--- src/rtl/apb_timer_slave.sv ---
// apb_timer_slave
// APB completer exposing a 32-bit down-counting timer with auto-reload,
// a sticky expiry flag and a level interrupt. Every transfer spends
// WAIT_CYCLES access cycles with pready low before it completes.
//
// Ports:
//   apb_pclk, apb_prst   clock, asynchronous active-high reset
//   apb_psel/penable/pwrite/paddr/pwdata   APB request from the bridge
//   apb_pready, apb_prdata                 registered APB response
//   irq                                    STATUS.EXPIRED & CTRL.IRQ_EN, from a flop
//
// Handshake: a transfer is a setup cycle (psel=1, penable=0) followed by
// access cycles (psel=1, penable=1). It completes in the access cycle where
// pready=1; writes commit and the FSM returns to IDLE on that clock edge.
//
// Register map on paddr[3:2]: 0 CTRL {IRQ_EN,RELOAD,EN}, 1 LOAD, 2 COUNT,
// 3 STATUS {EXPIRED} (write 1 to clear). Other address bits alias.
module apb_timer_slave #(
  parameter int APB_DATA_WIDTH = 32,
  parameter int APB_ADDR_WIDTH = 32,
  parameter int WAIT_CYCLES    = 1
) (
  input  logic                      apb_pclk,
  input  logic                      apb_prst,
  input  logic                      apb_psel,
  input  logic                      apb_penable,
  input  logic                      apb_pwrite,
  input  logic [APB_ADDR_WIDTH-1:0] apb_paddr,
  input  logic [APB_DATA_WIDTH-1:0] apb_pwdata,
  output logic                      apb_pready,
  output logic [APB_DATA_WIDTH-1:0] apb_prdata,
  output logic                      irq
);

  localparam logic [3:0] WAIT_INIT  = 4'(WAIT_CYCLES);
  localparam logic       READY_INIT = (WAIT_CYCLES == 0);

  typedef enum logic {
    IDLE   = 1'b0,
    ACCESS = 1'b1
  } state_t;

  state_t      state;
  logic [3:0]  wcnt;
  logic        ctrl_en;
  logic        ctrl_reload;
  logic        ctrl_irq_en;
  logic [31:0] load_q;
  logic [31:0] count_q;
  logic        expired;

  logic        setup;
  logic        complete;
  logic        wr_commit;
  logic [1:0]  reg_sel;
  logic [31:0] wdata;
  logic [31:0] rd_word;
  logic        timer_zero;
  logic        expired_d;
  logic        irq_en_d;
  logic        unused_bits;

  assign reg_sel    = apb_paddr[3:2];
  assign wdata      = apb_pwdata[31:0];
  assign setup      = apb_psel & ~apb_penable;
  assign complete   = (state == ACCESS) & apb_psel & apb_penable & apb_pready;
  assign wr_commit  = complete & apb_pwrite;
  assign timer_zero = ctrl_en & (count_q == 32'd0);

  // Only paddr[3:2] and pwdata[31:0] carry meaning; the rest is ignored.
  assign unused_bits = ^{apb_paddr, apb_pwdata};

  always_comb begin
    rd_word = 32'd0;
    case (reg_sel)
      2'd0: rd_word = {29'd0, ctrl_irq_en, ctrl_reload, ctrl_en};
      2'd1: rd_word = load_q;
      2'd2: rd_word = count_q;
      2'd3: rd_word = {31'd0, expired};
      default: rd_word = 32'd0;
    endcase
  end

  // Next-state of EXPIRED and IRQ_EN, shared by their flops and by the irq
  // flop so irq tracks them on the same edge. Hardware set beats W1C.
  always_comb begin
    expired_d = expired;
    if (timer_zero) begin
      expired_d = 1'b1;
    end else if (wr_commit && (reg_sel == 2'd3) && wdata[0]) begin
      expired_d = 1'b0;
    end
    irq_en_d = (wr_commit && (reg_sel == 2'd0)) ? wdata[2] : ctrl_irq_en;
  end

  // Access FSM. prdata is snapshotted on the edge that raises pready.
  always_ff @(posedge apb_pclk or posedge apb_prst) begin
    if (apb_prst) begin
      state      <= IDLE;
      wcnt       <= 4'd0;
      apb_pready <= 1'b0;
      apb_prdata <= '0;
    end else begin
      case (state)
        IDLE: begin
          if (setup) begin
            state      <= ACCESS;
            wcnt       <= WAIT_INIT;
            apb_pready <= READY_INIT;
            if (READY_INIT && !apb_pwrite) apb_prdata <= APB_DATA_WIDTH'(rd_word);
          end
        end
        ACCESS: begin
          if (!apb_psel) begin
            // Aborted transfer: nothing commits.
            state      <= IDLE;
            apb_pready <= 1'b0;
          end else if (setup) begin
            // A fresh setup cycle restarts the transfer.
            wcnt       <= WAIT_INIT;
            apb_pready <= READY_INIT;
            if (READY_INIT && !apb_pwrite) apb_prdata <= APB_DATA_WIDTH'(rd_word);
          end else if (apb_pready) begin
            state      <= IDLE;
            apb_pready <= 1'b0;
          end else begin
            wcnt       <= wcnt - 4'd1;
            apb_pready <= (wcnt == 4'd1);
            if ((wcnt == 4'd1) && !apb_pwrite) apb_prdata <= APB_DATA_WIDTH'(rd_word);
          end
        end
        default: begin
          state      <= IDLE;
          apb_pready <= 1'b0;
        end
      endcase
    end
  end

  // Registers and timer. APB writes take priority over timer updates of
  // COUNT and the one-shot clear of EN.
  always_ff @(posedge apb_pclk or posedge apb_prst) begin
    if (apb_prst) begin
      ctrl_en     <= 1'b0;
      ctrl_reload <= 1'b0;
      ctrl_irq_en <= 1'b0;
      load_q      <= 32'd0;
      count_q     <= 32'd0;
      expired     <= 1'b0;
      irq         <= 1'b0;
    end else begin
      if (wr_commit && (reg_sel == 2'd0)) begin
        ctrl_en     <= wdata[0];
        ctrl_reload <= wdata[1];
        ctrl_irq_en <= wdata[2];
      end else if (timer_zero && !ctrl_reload) begin
        ctrl_en <= 1'b0;
      end

      if (wr_commit && (reg_sel == 2'd1)) load_q <= wdata;

      if (wr_commit && (reg_sel == 2'd2)) begin
        count_q <= wdata;
      end else if (ctrl_en) begin
        if (count_q == 32'd0) begin
          if (ctrl_reload) count_q <= load_q;
        end else begin
          count_q <= count_q - 32'd1;
        end
      end

      expired <= expired_d;
      irq     <= expired_d & irq_en_d;
    end
  end

endmodule

--- config.mk ---
export PLATFORM = sky130hd
export DESIGN_NAME = apb_timer_slave
export DESIGN_NICKNAME = d
export VERILOG_FILES = /design/src/rtl/apb_timer_slave.sv
export SDC_FILE = /design/constraint.sdc
export NUM_CORES = 1
export LEC_CHECK = 0
export CAP_MARGIN = 20
export CORE_ASPECT_RATIO = 0.6
export CORE_MARGIN = 1
export CORE_UTILIZATION = 49
export CTS_BUF_LIST = sky130_fd_sc_hd__clkbuf_8
export DETAILED_ROUTE_END_ITERATION = 6
export PLACE_DENSITY = 0.78
export SLEW_MARGIN = 20
export SYNTH_ARGS = -nofsm -noshare
export SYNTH_HDL_FRONTEND = slang
export SYNTH_SLANG_ARGS = --single-unit
--- constraint.sdc ---
create_clock -name apb_pclk -period 3.1 [get_ports apb_pclk]
set_clock_uncertainty 0.05 [all_clocks]
set_input_delay 0.465 -clock apb_pclk [delete_from_list [all_inputs] [get_ports apb_pclk]]
set_output_delay 0.465 -clock apb_pclk [all_outputs]
set_load 0.1 [all_outputs]
==> results.sh <==
export IMPL_cp_common_cell="or4_1"
export IMPL_avgViaCountPerCell=6.20
export IMPL_post_cts_setup_buffer_count=0
export IMPL_dr_first_iter_drc_count=430
export IMPL_syn_avg_cell_area_um2=9.53
export IMPL_synth_nets=674
export IMPL_path_max_fanout=15
export IMPL_synth_warning_count=0
export IMPL_grt_max_degree=43
export IMPL_ctsResizeCount=0
export IMPL_synthTopCellsByArea="dfrtp_1, mux2_2, a22oi_1"
export IMPL_avgRoutedWirePerCell_um=18.9
export IMPL_wl_mm=15.6
export IMPL_dieArea_um2=12100
export IMPL_synth_distinct_cells=55
export IMPL_holdBufCountCts=0
export IMPL_min_delay_start="apb_prdata[6]$_DFFE_PP0P_"
export IMPL_start_util_pct=50.5
export IMPL_insertion_delay_ns=0.39
export IMPL_leakagePower_nw=2.89
export IMPL_dieWidth_um=142
export IMPL_syn_to_final_growth_pct=18.8
export IMPL_yosys_area_share_simple_pct=18.3
export IMPL_ys_seq_area_share_pct=46.8
export IMPL_r2r_start="count_q[14]$_DFFE_PP0P_"
export IMPL_path_class="flop to flop"
export IMPL_cts_sinks=107
export IMPL_cp_end_kind="flop"
export IMPL_top_layer_used="met4"
export IMPL_ant_nets=0
export IMPL_drt_met1_wl_mm=7.26
export IMPL_slowest_delay_ns=0.58
export IMPL_setup_ws_ns=0.263
export IMPL_first_global_vias=4875
export IMPL_drc=1
export IMPL_globalplace_congestion=0.911
export IMPL_pin_count=103
export IMPL_max_slew_margin_pct=53.5
export IMPL_syn_area_um2=5730
export IMPL_min_period_ns=2.84
export IMPL_hold_viol_final=0
export IMPL_die_h_um=85.7
export IMPL_power_density_nw_per_um2=598
export IMPL_synth_edf_count=0
export IMPL_track_usage_pct=27.4
export IMPL_min_path_cells=2
export IMPL_first_pass_iters=7
export IMPL_fin_setup_tns_ns=0
export IMPL_min_path_type="flop to flop"
export IMPL_synth_main_ff_cell="dfrtp_1"
export IMPL_vias=5111
export IMPL_yosys_top_cells_count="dfrtp_1, nand2_1, o21ai_0"
export IMPL_reg2reg_depth=7
export IMPL_ys_ff_latch=107
export IMPL_path_clk_slew_ns=0.10
export IMPL_overflow=0
export IMPL_cp_arrival_ns=3.06
export IMPL_violations="design-rule violations"
export IMPL_rsz0062_at_grt="false"
export IMPL_cts_root_buf="clkbuf_8"
export IMPL_crit_required_ns=3.32
export IMPL_n_fill_cell=981
export IMPL_clockBufferDepth=2
export IMPL_cts_made_buffers=9
export IMPL_yosysTopAreaCell="dfrtp_1"
export IMPL_synth_top_area_share_pct=46.8
export IMPL_diodes=0
export IMPL_place_area_um2=6600
export IMPL_tightest_slew_ns=0.691
export IMPL_cts_tree="done"
export IMPL_core_area_um2=11300
export IMPL_drive_gt1_share_pct=18.8
export IMPL_synthMuxAreaShare_pct=8.70
export IMPL_dr_wl_met3_mm=1.41
export IMPL_dp_hpwl_mm=11.0
export IMPL_period_share_pct=91.5
export IMPL_pre_cts_slack_ns=0.300
export IMPL_synth_top_family_by_area="compound AO/OA/AOI/OAI gates"
export IMPL_run_status="finished, violations left"
export IMPL_synth_compound_area_share_pct=18.6
export IMPL_synth_xor_area_share_pct=2.14
export IMPL_async_flop_share_pct=100
export IMPL_final_nets=734
export IMPL_cp_cell_sequence="or4_1 > or4_1 > nor4_4 > buf_4 > nand3b_1 > a21oi_1 > a221oi_1"
export IMPL_start_kind="flop"
export IMPL_syn_inst=601
export IMPL_port_buffers=72
export IMPL_grt_pass1_wl_mm=25.8
export IMPL_stdcell_area_um2=6800
export IMPL_critical_path_slowest_cell="or4_1"
export IMPL_rows=30
export IMPL_finalSetupViolCount=0
export IMPL_crit_start="count_q[14]$_DFFE_PP0P_"
export IMPL_cap_violations=0
export IMPL_synth_fa_ha_area_share_pct=0.874
export IMPL_antenna_found_initial=0
export IMPL_fin_util_pct=60.0
export IMPL_ir_drop_mv=0.453
export IMPL_yosysMostFrequentCell="dfrtp_1"
export IMPL_met2_length_mm=6.75
export IMPL_max_freq_ghz=0.352
export IMPL_cts_max_level=3
export IMPL_drv_slew=0
==> cell families (layout without fill, tap and decap cells) <==
group,after synthesis,after routing
and+or+nand+nor,204,204
AOI/OAI and AO/OA,165,165
DFF,107,107
buffers and inverters,63,127
muxes,44,44
xor gates and xnor gates,14,14
adders and majority gates,4,4
==> through the flow <==
| step | hold slack [ns] | cells | power [mW] |
|---|---|---|---|
| after floorplan | 0.408 | 601 | 2.83 |
| after global placement | 0.412 | 810 | 3.16 |
| after detailed placement | 0.422 | 810 | 3.20 |
| after CTS | 0.445 | 825 | 4.09 |
| after global routing | 0.459 | 825 | 4.25 |
| final | 0.438 | 825 | 4.07 |
==> power breakdown <==
part	leakage [nW]	internal, mW	switching [mW]	total, mW
Sequential	1.39	1.57	0.204	1.78
Clock	0.0974	0.412	0.474	0.886
Combinational	1.40	0.396	1.01	1.41
==> cell usage in the layout, fill, tap and decap left out, types with 21 or more instances in the layout <==
cell / synthesis / layout
a21oi_1: 24 / 24
a22oi_1: 33 / 33
buf_4: 2 / 59
clkdlybuf4s50_1: 0 / 38
dfrtp_1: 107 / 107
mux2_2: 36 / 36
nand2_1: 66 / 66
nand3_1: 21 / 21
nor2_1: 34 / 34
o21ai_0: 47 / 47
==> routing by layer <==
layer / vias to the layer above / global-route usage [%]
li1: 2331 / -
met1: 2504 / 40.1
met2: 255 / 41.1
met3: 21 / 6.03
met4: 0 / 7.04
met5: - / 0
==> final cells by class <==
class	count	area [µm²]	area share, %
clock buffers	11	151	2.23
clock inverters	4	50.0	0.736
inverters	12	48.8	0.717
multi-input cells	431	2790	41.0
flip-flops and latches	107	2680	39.4
well taps	160	200	2.94
repair buffers	100	883	13.0
==> critical path: cells and delay by family (launching register included) <==
| kind | cells | cell delay, ns |
|---|---|---|
| simple gates | 4 | 1.67 |
| buf+inv | 1 | 0.29 |
| compound gates | 2 | 0.26 |
| flops | 1 | 0.47 |
==> state kept, by name, indices dropped and copies added, names as in the netlist <==
signal	count
state	1
load_q	32
irq	1
expired	1
ctrl_irq_en	1
count_q	32
apb_prdata	32
apb_pready	1
ctrl_reload	1
ctrl_en	1
wcnt	4
==> path summary, 6_finish.rpt <==
| path | endpoint | slack [ns] |
|---|---|---|
| min reg2reg | apb_prdata[6]$_DFFE_PP0P_ | 0.44 |
| min | apb_prdata[6]$_DFFE_PP0P_ | 0.44 |
| max reg2reg | count_q[0]$_DFFE_PP0P_ | 0.26 |
| min in group asynchronous | wcnt[1]$_DFFE_PP0P_ | 0.47 |
| max in group asynchronous | apb_prdata[31]$_DFFE_PP0P_ | 1.89 |
| max | count_q[0]$_DFFE_PP0P_ | 0.26 |
No activity file was read; power rests on OpenSTA's default activity.
